[src/rtl/cc_level_sequencer_pkg.sv]
// Shared types and default sizing for the level sequencer and its progress counter.
package cc_level_sequencer_pkg;

  localparam int unsigned MAX_LEVEL               = 3;
  localparam int unsigned ROWS_PER_LEVEL          = 12;
  localparam int unsigned LEVELPROGRESS_DATAWIDTH = 5;
  localparam int unsigned CURRENTLEVEL_DATAWIDTH  = 3;
  localparam int unsigned ROWDATA_DATAWIDTH       = 8;

  typedef enum logic [1:0] {
    IDLE = 2'd0,
    LOAD = 2'd1,
    WAIT = 2'd2,
    WIN  = 2'd3
  } seqState_t;

  // Commands the sequencer FSM issues to the progress/level counter each cycle.
  typedef enum logic [2:0] {
    CMD_HOLD     = 3'd0,
    CMD_CLEAR    = 3'd1,
    CMD_START    = 3'd2,
    CMD_TICK     = 3'd3,
    CMD_LEVEL_UP = 3'd4
  } counterCmd_t;

endpackage

[src/rtl/cc_level_progress_counter.sv]
// Progress index with 1..ROW_COUNT wrap and level index saturating at LEVEL_MAX.
module cc_level_progress_counter
  import cc_level_sequencer_pkg::*;
#(
  parameter int unsigned LEVEL_MAX  = MAX_LEVEL,
  parameter int unsigned ROW_COUNT  = ROWS_PER_LEVEL,
  parameter int unsigned PROGRESS_W = LEVELPROGRESS_DATAWIDTH,
  parameter int unsigned LEVEL_W    = CURRENTLEVEL_DATAWIDTH
) (
  input  logic                  clk,
  input  logic                  rst_n,
  input  counterCmd_t           cmd,
  output logic [PROGRESS_W-1:0] progress,
  output logic [LEVEL_W-1:0]    level,
  output logic                  atMaxLevel_c
);

  logic [PROGRESS_W-1:0] progressNext;
  logic [LEVEL_W-1:0]    levelNext;

  assign atMaxLevel_c = (level >= LEVEL_W'(LEVEL_MAX));

  // Next index values; progress wraps back to 1, never to 0 or past ROW_COUNT.
  always_comb begin
    progressNext = progress;
    levelNext    = level;
    unique case (cmd)
      CMD_CLEAR: begin
        progressNext = '0;
        levelNext    = LEVEL_W'(1);
      end
      CMD_START: begin
        progressNext = PROGRESS_W'(1);
        levelNext    = LEVEL_W'(1);
      end
      CMD_TICK: begin
        if (progress >= PROGRESS_W'(ROW_COUNT)) progressNext = PROGRESS_W'(1);
        else                                    progressNext = progress + PROGRESS_W'(1);
      end
      CMD_LEVEL_UP: begin
        if (atMaxLevel_c) begin
          progressNext = '0;
        end else begin
          levelNext    = level + LEVEL_W'(1);
          progressNext = PROGRESS_W'(1);
        end
      end
      default: ;
    endcase
  end

  // Index registers; reset parks at progress 0, level 1.
  always_ff @(posedge clk or negedge rst_n) begin
    if (!rst_n) begin
      progress <= '0;
      level    <= LEVEL_W'(1);
    end else begin
      progress <= progressNext;
      level    <= levelNext;
    end
  end

endmodule

[src/rtl/cc_level_sequencer.sv]
// Level sequencer: steps the handler indices on ticks/level-ups and registers the returned row.
module cc_level_sequencer #(
  parameter int unsigned MAX_LEVEL               = cc_level_sequencer_pkg::MAX_LEVEL,
  parameter int unsigned ROWS_PER_LEVEL          = cc_level_sequencer_pkg::ROWS_PER_LEVEL,
  parameter int unsigned LEVELPROGRESS_DATAWIDTH = cc_level_sequencer_pkg::LEVELPROGRESS_DATAWIDTH,
  parameter int unsigned CURRENTLEVEL_DATAWIDTH  = cc_level_sequencer_pkg::CURRENTLEVEL_DATAWIDTH,
  parameter int unsigned ROWDATA_DATAWIDTH       = cc_level_sequencer_pkg::ROWDATA_DATAWIDTH
) (
  input  logic                               CC_LEVEL_SEQUENCER_CLOCK_50,
  input  logic                               CC_LEVEL_SEQUENCER_RESET_InLow,
  input  logic                               CC_LEVEL_SEQUENCER_Start_In,
  input  logic                               CC_LEVEL_SEQUENCER_Tick_In,
  input  logic                               CC_LEVEL_SEQUENCER_LevelUp_In,
  input  logic                               CC_LEVEL_SEQUENCER_GameOver_In,
  input  logic [ROWDATA_DATAWIDTH-1:0]       CC_LEVEL_SEQUENCER_LevelData_InBus,
  output logic [LEVELPROGRESS_DATAWIDTH-1:0] CC_LEVEL_SEQUENCER_LvlProgress_OutBus,
  output logic [CURRENTLEVEL_DATAWIDTH-1:0]  CC_LEVEL_SEQUENCER_CurrentLvl_OutBus,
  output logic [ROWDATA_DATAWIDTH-1:0]       CC_LEVEL_SEQUENCER_RowData_OutBus,
  output logic                               CC_LEVEL_SEQUENCER_RowLoad_Out,
  output logic                               CC_LEVEL_SEQUENCER_LevelDone_Out,
  output logic                               CC_LEVEL_SEQUENCER_Win_Out
);

  import cc_level_sequencer_pkg::*;

  seqState_t                    state;
  seqState_t                    nextState;
  counterCmd_t                  counterCmd;
  logic                         atMaxLevel;
  logic [ROWDATA_DATAWIDTH-1:0] rowDataNext;
  logic                         rowLoadNext;
  logic                         levelDoneNext;
  logic                         winNext;

  cc_level_progress_counter #(
    .LEVEL_MAX  (MAX_LEVEL),
    .ROW_COUNT  (ROWS_PER_LEVEL),
    .PROGRESS_W (LEVELPROGRESS_DATAWIDTH),
    .LEVEL_W    (CURRENTLEVEL_DATAWIDTH)
  ) progressCounter (
    .clk          (CC_LEVEL_SEQUENCER_CLOCK_50),
    .rst_n        (CC_LEVEL_SEQUENCER_RESET_InLow),
    .cmd          (counterCmd),
    .progress     (CC_LEVEL_SEQUENCER_LvlProgress_OutBus),
    .level        (CC_LEVEL_SEQUENCER_CurrentLvl_OutBus),
    .atMaxLevel_c (atMaxLevel)
  );

  // State register.
  always_ff @(posedge CC_LEVEL_SEQUENCER_CLOCK_50 or negedge CC_LEVEL_SEQUENCER_RESET_InLow) begin
    if (!CC_LEVEL_SEQUENCER_RESET_InLow) state <= IDLE;
    else                                 state <= nextState;
  end

  // Next state: GameOver beats LevelUp beats Tick; losers are simply dropped.
  always_comb begin
    nextState = state;
    if (CC_LEVEL_SEQUENCER_GameOver_In) begin
      nextState = IDLE;
    end else begin
      unique case (state)
        IDLE, WIN: if (CC_LEVEL_SEQUENCER_Start_In) nextState = LOAD;
        LOAD:      nextState = WAIT;
        WAIT: begin
          if (CC_LEVEL_SEQUENCER_LevelUp_In) nextState = atMaxLevel ? WIN : LOAD;
          else if (CC_LEVEL_SEQUENCER_Tick_In) nextState = LOAD;
        end
        default:   nextState = IDLE;
      endcase
    end
  end

  // Output decode: counter command plus next values of the registered outputs.
  always_comb begin
    counterCmd    = CMD_HOLD;
    rowDataNext   = CC_LEVEL_SEQUENCER_RowData_OutBus;
    rowLoadNext   = 1'b0;
    levelDoneNext = 1'b0;
    winNext       = (nextState == WIN);
    if (CC_LEVEL_SEQUENCER_GameOver_In) begin
      counterCmd  = CMD_CLEAR;
      rowDataNext = '0;
    end else begin
      unique case (state)
        IDLE, WIN: if (CC_LEVEL_SEQUENCER_Start_In) counterCmd = CMD_START;
        LOAD: begin
          rowDataNext = CC_LEVEL_SEQUENCER_LevelData_InBus;
          rowLoadNext = 1'b1;
        end
        WAIT: begin
          if (CC_LEVEL_SEQUENCER_LevelUp_In) begin
            counterCmd    = CMD_LEVEL_UP;
            levelDoneNext = 1'b1;
          end else if (CC_LEVEL_SEQUENCER_Tick_In) begin
            counterCmd = CMD_TICK;
          end
        end
        default: ;
      endcase
    end
  end

  // Registered row data and status pulses.
  always_ff @(posedge CC_LEVEL_SEQUENCER_CLOCK_50 or negedge CC_LEVEL_SEQUENCER_RESET_InLow) begin
    if (!CC_LEVEL_SEQUENCER_RESET_InLow) begin
      CC_LEVEL_SEQUENCER_RowData_OutBus <= '0;
      CC_LEVEL_SEQUENCER_RowLoad_Out    <= 1'b0;
      CC_LEVEL_SEQUENCER_LevelDone_Out  <= 1'b0;
      CC_LEVEL_SEQUENCER_Win_Out        <= 1'b0;
    end else begin
      CC_LEVEL_SEQUENCER_RowData_OutBus <= rowDataNext;
      CC_LEVEL_SEQUENCER_RowLoad_Out    <= rowLoadNext;
      CC_LEVEL_SEQUENCER_LevelDone_Out  <= levelDoneNext;
      CC_LEVEL_SEQUENCER_Win_Out        <= winNext;
    end
  end

endmodule

[config.mk]
export PLATFORM = sky130hd
export DESIGN_NAME = cc_level_sequencer
export DESIGN_NICKNAME = d
export VERILOG_FILES = /design/src/rtl/cc_level_sequencer_pkg.sv /design/src/rtl/cc_level_progress_counter.sv /design/src/rtl/cc_level_sequencer.sv
export SDC_FILE = /design/constraint.sdc
export NUM_CORES = 1
export LEC_CHECK = 0
export BUFFER_PORTS_ARGS = -buffer_cell sky130_fd_sc_hd__buf_2
export CAP_MARGIN = 20
export CORE_MARGIN = 2
export CORE_UTILIZATION = 50
export CTS_CLUSTER_DIAMETER = 40
export DETAILED_ROUTE_END_ITERATION = 16
export GPL_TIMING_DRIVEN = 0
export PLACE_DENSITY = 0.78
export SETUP_SLACK_MARGIN = 0.4
export SLEW_MARGIN = 0
export SYNTH_ARGS = -nofsm -noshare
export SYNTH_HDL_FRONTEND = slang
export SYNTH_SLANG_ARGS = --single-unit
[constraint.sdc]
create_clock -name CC_LEVEL_SEQUENCER_CLOCK_50 -period 5.3 [get_ports CC_LEVEL_SEQUENCER_CLOCK_50]
set_input_delay 0.265 -clock CC_LEVEL_SEQUENCER_CLOCK_50 [delete_from_list [all_inputs] [get_ports CC_LEVEL_SEQUENCER_CLOCK_50]]
set_output_delay 0.265 -clock CC_LEVEL_SEQUENCER_CLOCK_50 [all_outputs]
set_load 0.05 [all_outputs]
# Yosys cells after proc, flatten, opt, wreduce, memory -nomap -nowiden
# Cells that the tools add are included.
# totals
ff_bits	21
memories	0
out_inout_bits	19
rom_bits	0
mem_bits_rw	0
latch_bits	0
# op_classes
n_shift	0
bitwise	0
div_mod_pow	0
mul	0
n_mux	23
eq_ne	9
magnitude_cmp	2
n_reduce_logical	7
addsub	2
# ops
operator	n
5-bit case mux with 4 select lines	1
8-bit 2-to-1 mux	2
2-bit 2-to-1 mux	7
3-bit case mux with 2 select lines	2
3-bit 2-to-1 mux	3
2-bit equality test (second input constant)	3
3-bit by 2-bit equality test with 1-bit output (second input constant)	2
1-bit 2-to-1 mux	6
2-bit case mux with 3 select lines	1
5-bit by 1-bit adder with 5-bit output (second input constant)	1
5-bit by 4-bit greater-or-equal comparator with 1-bit output (second input constant)	1
5-bit 2-to-1 mux	1
2-bit nonzero test	2
4-bit nonzero test	1
2-bit OR reduction	2
3-bit by 1-bit adder with 3-bit output (second input constant)	1
3-bit by 1-bit equality test with 1-bit output (second input constant)	1
3-bit equality test (second input constant)	1
3-bit by 2-bit greater-or-equal comparator with 1-bit output (second input constant)	1
2-bit by 1-bit equality test with 1-bit output (second input constant)	1
2-bit zero test	1
2-bit inequality test (second input constant)	1
2-bit AND reduction	1

# Longest topological paths before layout
# depth
ltp_word	8
mapped_depth	7
ltp_nobuf	6

# By module
# Synthesis repeated with hierarchy kept, for this count alone.
# unflattened
cells_unflattened	103
area_unflattened_um2	1123.6
# by_module_without_submodules
module	area_per_inst_um2	instances	seq_area_each_um2	cells_each
cc_level_sequencer	614.3	1	325.3	52
cc_level_progress_counter	509.2	1	201.4	51

# Least setup slack after synthesis
# Ideal clock, no wire load.
# synth_path
kind	flip-flop to flip-flop
startpoint	reg progressCounter.level[1]
endpoint	reg state[1]
synth_period_minus_slack_ns	1.810
stages_incl_launch_ff	7
required_time_ns	5.164
path_slack_ns	3.490
arrival_time_ns	1.674
setup_ns	0.136
path_cell_list	dfrtp_1 -> ha_1 -> ha_1 -> a211oi_1 -> mux2i_1 -> a211oi_1 -> nor3_1
# synth_between
elab_chain_cells	5
# synth_lines
element	line	rtl
from (decl)	cc_level_progress_counter.sv:14	output logic [LEVEL_W-1:0] level,
from (signal assigned)	cc_level_progress_counter.sv:59	level <= levelNext;
3-bit by 2-bit greater-or-equal comparator with 1-bit output	cc_level_progress_counter.sv:21	assign atMaxLevel_c = (level >= LEVEL_W'(LEVEL_MAX));
2-bit 2-to-1 mux (2 in series)	cc_level_sequencer.sv:65	if (CC_LEVEL_SEQUENCER_LevelUp_In) nextState = atMaxLevel ? WIN : LOAD;
2-bit case mux with 3 select lines	cc_level_sequencer.sv:61	unique case (state)
2-bit 2-to-1 mux	cc_level_sequencer.sv:58	if (CC_LEVEL_SEQUENCER_GameOver_In) begin
named net nextState[1]	cc_level_sequencer.sv:27	seqState_t nextState;
to (signal assigned)	cc_level_sequencer.sv:52	else state <= nextState;
to (decl)	cc_level_sequencer.sv:26	seqState_t state;
# The timed path passes the listed nets, and every way through them passes these cells.
# A chain may end at the register's enable or synchronous reset.

# Worst setup path after layout
# layout_path
startpoint	reg state[1]
endpoint	reg progressCounter.progress[3]
# layout_between
elab_chain_cells	6
word_cells_on_any_way	12
classes_between	eq/ne (6); mux (3); reduce/logical (3)
# layout_lines
element	line	rtl
2-bit equality test or 2-bit zero test (tied branches)	cc_level_sequencer.sv:84	unique case (state)
2-bit OR reduction	cc_level_sequencer.sv:84	
3-bit case mux with 2 select lines *	cc_level_sequencer.sv:84	
3-bit 2-to-1 mux *	cc_level_sequencer.sv:80	if (CC_LEVEL_SEQUENCER_GameOver_In) begin
3-bit equality test, or another cell as far along	cc_level_progress_counter.sv:27	unique case (cmd)
5-bit case mux with 4 select lines or 4-bit nonzero test (tied branches)	-	
to (signal assigned)	cc_level_progress_counter.sv:58	progress <= progressNext;
to (decl)	cc_level_progress_counter.sv:13	output logic [PROGRESS_W-1:0] progress,
# Mark *: on every way between the ends. The rest lies on a longest branch, timed or not.

==> qor.yml <==
ant_nets: 0
die_x_um: 50.6
crit_required_ns: 5.56
cts_resized: 0
postSynthAreaPerCell_um2: 10.8
pwr-share-comb_pct: 35.4
die_h_um: 50.6
floorplan.rows: 16
ys_dominant_reg_cell: "dfrtp_1"
power.switching_uw: 160
numCtsBuffers: 3
grt_max_degree: 22
final_max_slew_viol_count: 0
n_antenna_cell: 0
cp_max_fo: 7
antenna_found_initial: 0
hold_class: "input port to register"
htree_levels: 1
cellPowerDensity_nw_per_um2: 314
clk_pin_slew_ns: 0.12
fin_crit_ns: 1.99
clock_latency_ns: 0.31
place_hpwl_mm: 1.59
clockBufferDepth: 2
dieArea_um2: 2560
start_kind: "register"
setup_tns_ns: 0
setup_viol_count_final: 0
synthToLayoutAreaGrowth_pct: 20.4
routed_via_density: 5.40
synth_commonest_cells: "20 x dfrtp_1, 11 x nor2_1, 9 x mux2i_1, 6 x ha_1, 6 x inv_1"
gp_congestion: 0.707
seqCellArea_um2: 527
syn_nets: 120
status: "complete, no violations"
arrival_ns: 2.25
r2r_slack_ns: 3.31
port_buffers: 30
synth_top_area_share_pct: 46.2
io_pins: 33
first_global_vias: 817
nets: 156
dr.pass1.iters: 3
path_class: "register to register"
cts_setup_buffers: 0
yosysSeqAreaShare_pct: 48.6
grt_pass1_wl_mm: 3.59
worst_slew_pin_slew_ns: 0.651
cts_sinks: 21
cts-root-buf: "clkbuf_4"
yosys_warnings: 0
switching_share_pct: 39.0
synth_most_common_cell: "dfrtp_1"
grt-ovfl-total: 0
leakagePower_uw: 0.000676
drc: 0
holdPathEnd: "CC_LEVEL_SEQUENCER_RowData_OutBus[6]"
synthArstFlopShare_pct: 100
ys_ff_latch: 21
internal_power_uw: 250
min_from: "CC_LEVEL_SEQUENCER_LevelData_InBus[6]"
fmax_ghz: 0.503
fin_crit_sh_pct: 37.5
drtIter0Drc: 19
seqPwrFrac_pct: 45.2
drv_cap: 0
skew_ns: 0.00270
yosys.cell_types.count: 34
tritoncts: "done"
clock_power_share_pct: 19.3
worstHoldPathCells: 3
timing.rr.start: "state[1]"
start_util_pct: 54.1
rsz0062_at_grt: "false"
fillers: 180
place_ws_ns: 3.39
multi_input_area_um2: 504
r2r-end: "progressCounter.progress[3]"
grt_usage_pct: 18.8
drive_gt1_share_pct: 30.4
maxSlewHeadroom_pct: 56.4
irDropWorstVdd_mv: 0.206
vias: 875
worst_setup_path_end_kind: "register"
yosysTopAreaCell: "dfrtp_1"
ff2ff_path_depth: 7
routed_wl_mm: 2.19
wire_per_inst_um: 13.5
hold_violations: 0
netlist_area_um2: 1080
setup_ws_ns: 3.31
synth_area_leaders: "dfrtp_1 46%, mux2i_1 8.3%, ha_1 6.9%, nor2_1 3.8%, dfstp_2 2.4%"
fp.coreArea_um2: 2000
syn_inst: 100
synth-edff-count: 0
-- registers in the layout, summed over array words and instances, names as in the netlist --
register and flops:
CC_LEVEL_SEQUENCER_Win_Out 1, CC_LEVEL_SEQUENCER_RowData_OutBus 8, CC_LEVEL_SEQUENCER_LevelDone_Out 1, state 2, CC_LEVEL_SEQUENCER_RowLoad_Out 1, progressCounter.progress 5
progressCounter.level 3
-- kinds of logic (layout without fill, tap and decap cells) --
| kind of cell | after synthesis | in the layout | synth area share, % |
|---|---|---|---|
| AO/OA/AOI/OAI | 22 | 22 | 16.2 |
| AND/OR/NAND/NOR | 31 | 31 | 15.1 |
| flip-flops | 21 | 21 | 48.6 |
| multiplexers | 9 | 9 | 8.31 |
| adder cells (fa/ha/maj) | 6 | 6 | 6.93 |
| buffers and inverters | 11 | 46 | 4.85 |
-- timing repair --
| item | 4_1_cts | 5_1_grt |
|---|---|---|
| endpoints found under the setup margin | 0 | 0 |
| endpoints found under the hold margin | 20 | 0 |
| hold buffers | 1 | 0 |
-- worst max path at each step --
stage                              from                           to  slack (ns)  cells past startpoint
6_report                       state[1]  progressCounter.progress[3]        3.31                      7
5_1_grt                        state[0]  progressCounter.progress[1]        3.25                      6
4_1_cts                        state[0]  progressCounter.progress[3]        3.36                      6
3_5_place_dp                   state[0]  progressCounter.progress[3]        3.39                      6
3_3_place_gp                   state[0]  progressCounter.progress[3]        3.40                      6
2_1_floorplan  progressCounter.level[1]                     state[1]        3.49                      6
-- worst max-delay path, cell delays in order (launching register included) --
cell and delay [ns]:
dfrtp_1 0.40, inv_1 0.07, ha_1 0.19, buf_6 0.13, and3b_1 0.25, nor2_1 0.06
a211oi_1 0.57, a221o_1 0.25
-- layout make-up --
type | instances | area share (%)
Timing Repair Buffer | 31 | 12.3
Multi-Input combinational cell | 68 | 38.6
Clock inverter | 1 | 0.384
Tap cell | 27 | 2.59
Sequential cell | 21 | 40.4
Inverter | 6 | 1.73
Clock buffer | 3 | 1.73
Buffer | 5 | 2.30
-- power groups by stage --
stage	clock (µW)	combinational [µW]	sequential [µW]
global placement	0	140	188
detailed placement	0	145	188
CTS	80.2	145	186
finish	79.3	145	186
global route	87.5	156	188
floorplan	0	67.9	230
-- metal layers --
metal  global-route usage (%)  routed length (µm)  vias up
li1                         -                   -      431
met1                     25.5                 994      418
met2                     29.2                1060       21
met3                     3.27                 104        5
met4                     9.01                  38        0
met5                        0                   0        -
-- cells in the final DEF, fill, tap and decap left out, types with 2 or more instances in the layout --
master	Yosys	layout
a211o_1	2	2
a211oi_1	3	3
and2_1	2	2
and3b_1	2	2
buf_2	3	33
clkbuf_4	0	3
dfrtp_1	20	20
ha_1	6	6
inv_1	6	6
mux2i_1	9	9
nand2_1	5	5
nand2b_1	2	2
nor2_1	11	11
nor3_1	2	2
nor4_1	3	3
o21ai_0	4	4
o31ai_1	2	2
-- stage by stage --
| step | utilization [%] | hold WS [ns] | cell area [µm²] | total power, µW | cells |
|---|---|---|---|---|---|
| after floorplan | - | -0.0306 | 1080 | 298 | 100 |
| after global placement | 63.3 | 0.237 | 1270 | 328 | 157 |
| after detailed placement | 63.3 | 0.247 | 1270 | 333 | 157 |
| after CTS | 65.2 | 0.189 | 1310 | 411 | 162 |
| after global routing | 65.2 | 0.214 | 1310 | 431 | 162 |
| final | 65.2 | 0.190 | 1310 | 410 | 162 |
Power figures use the tool's default switching activity.
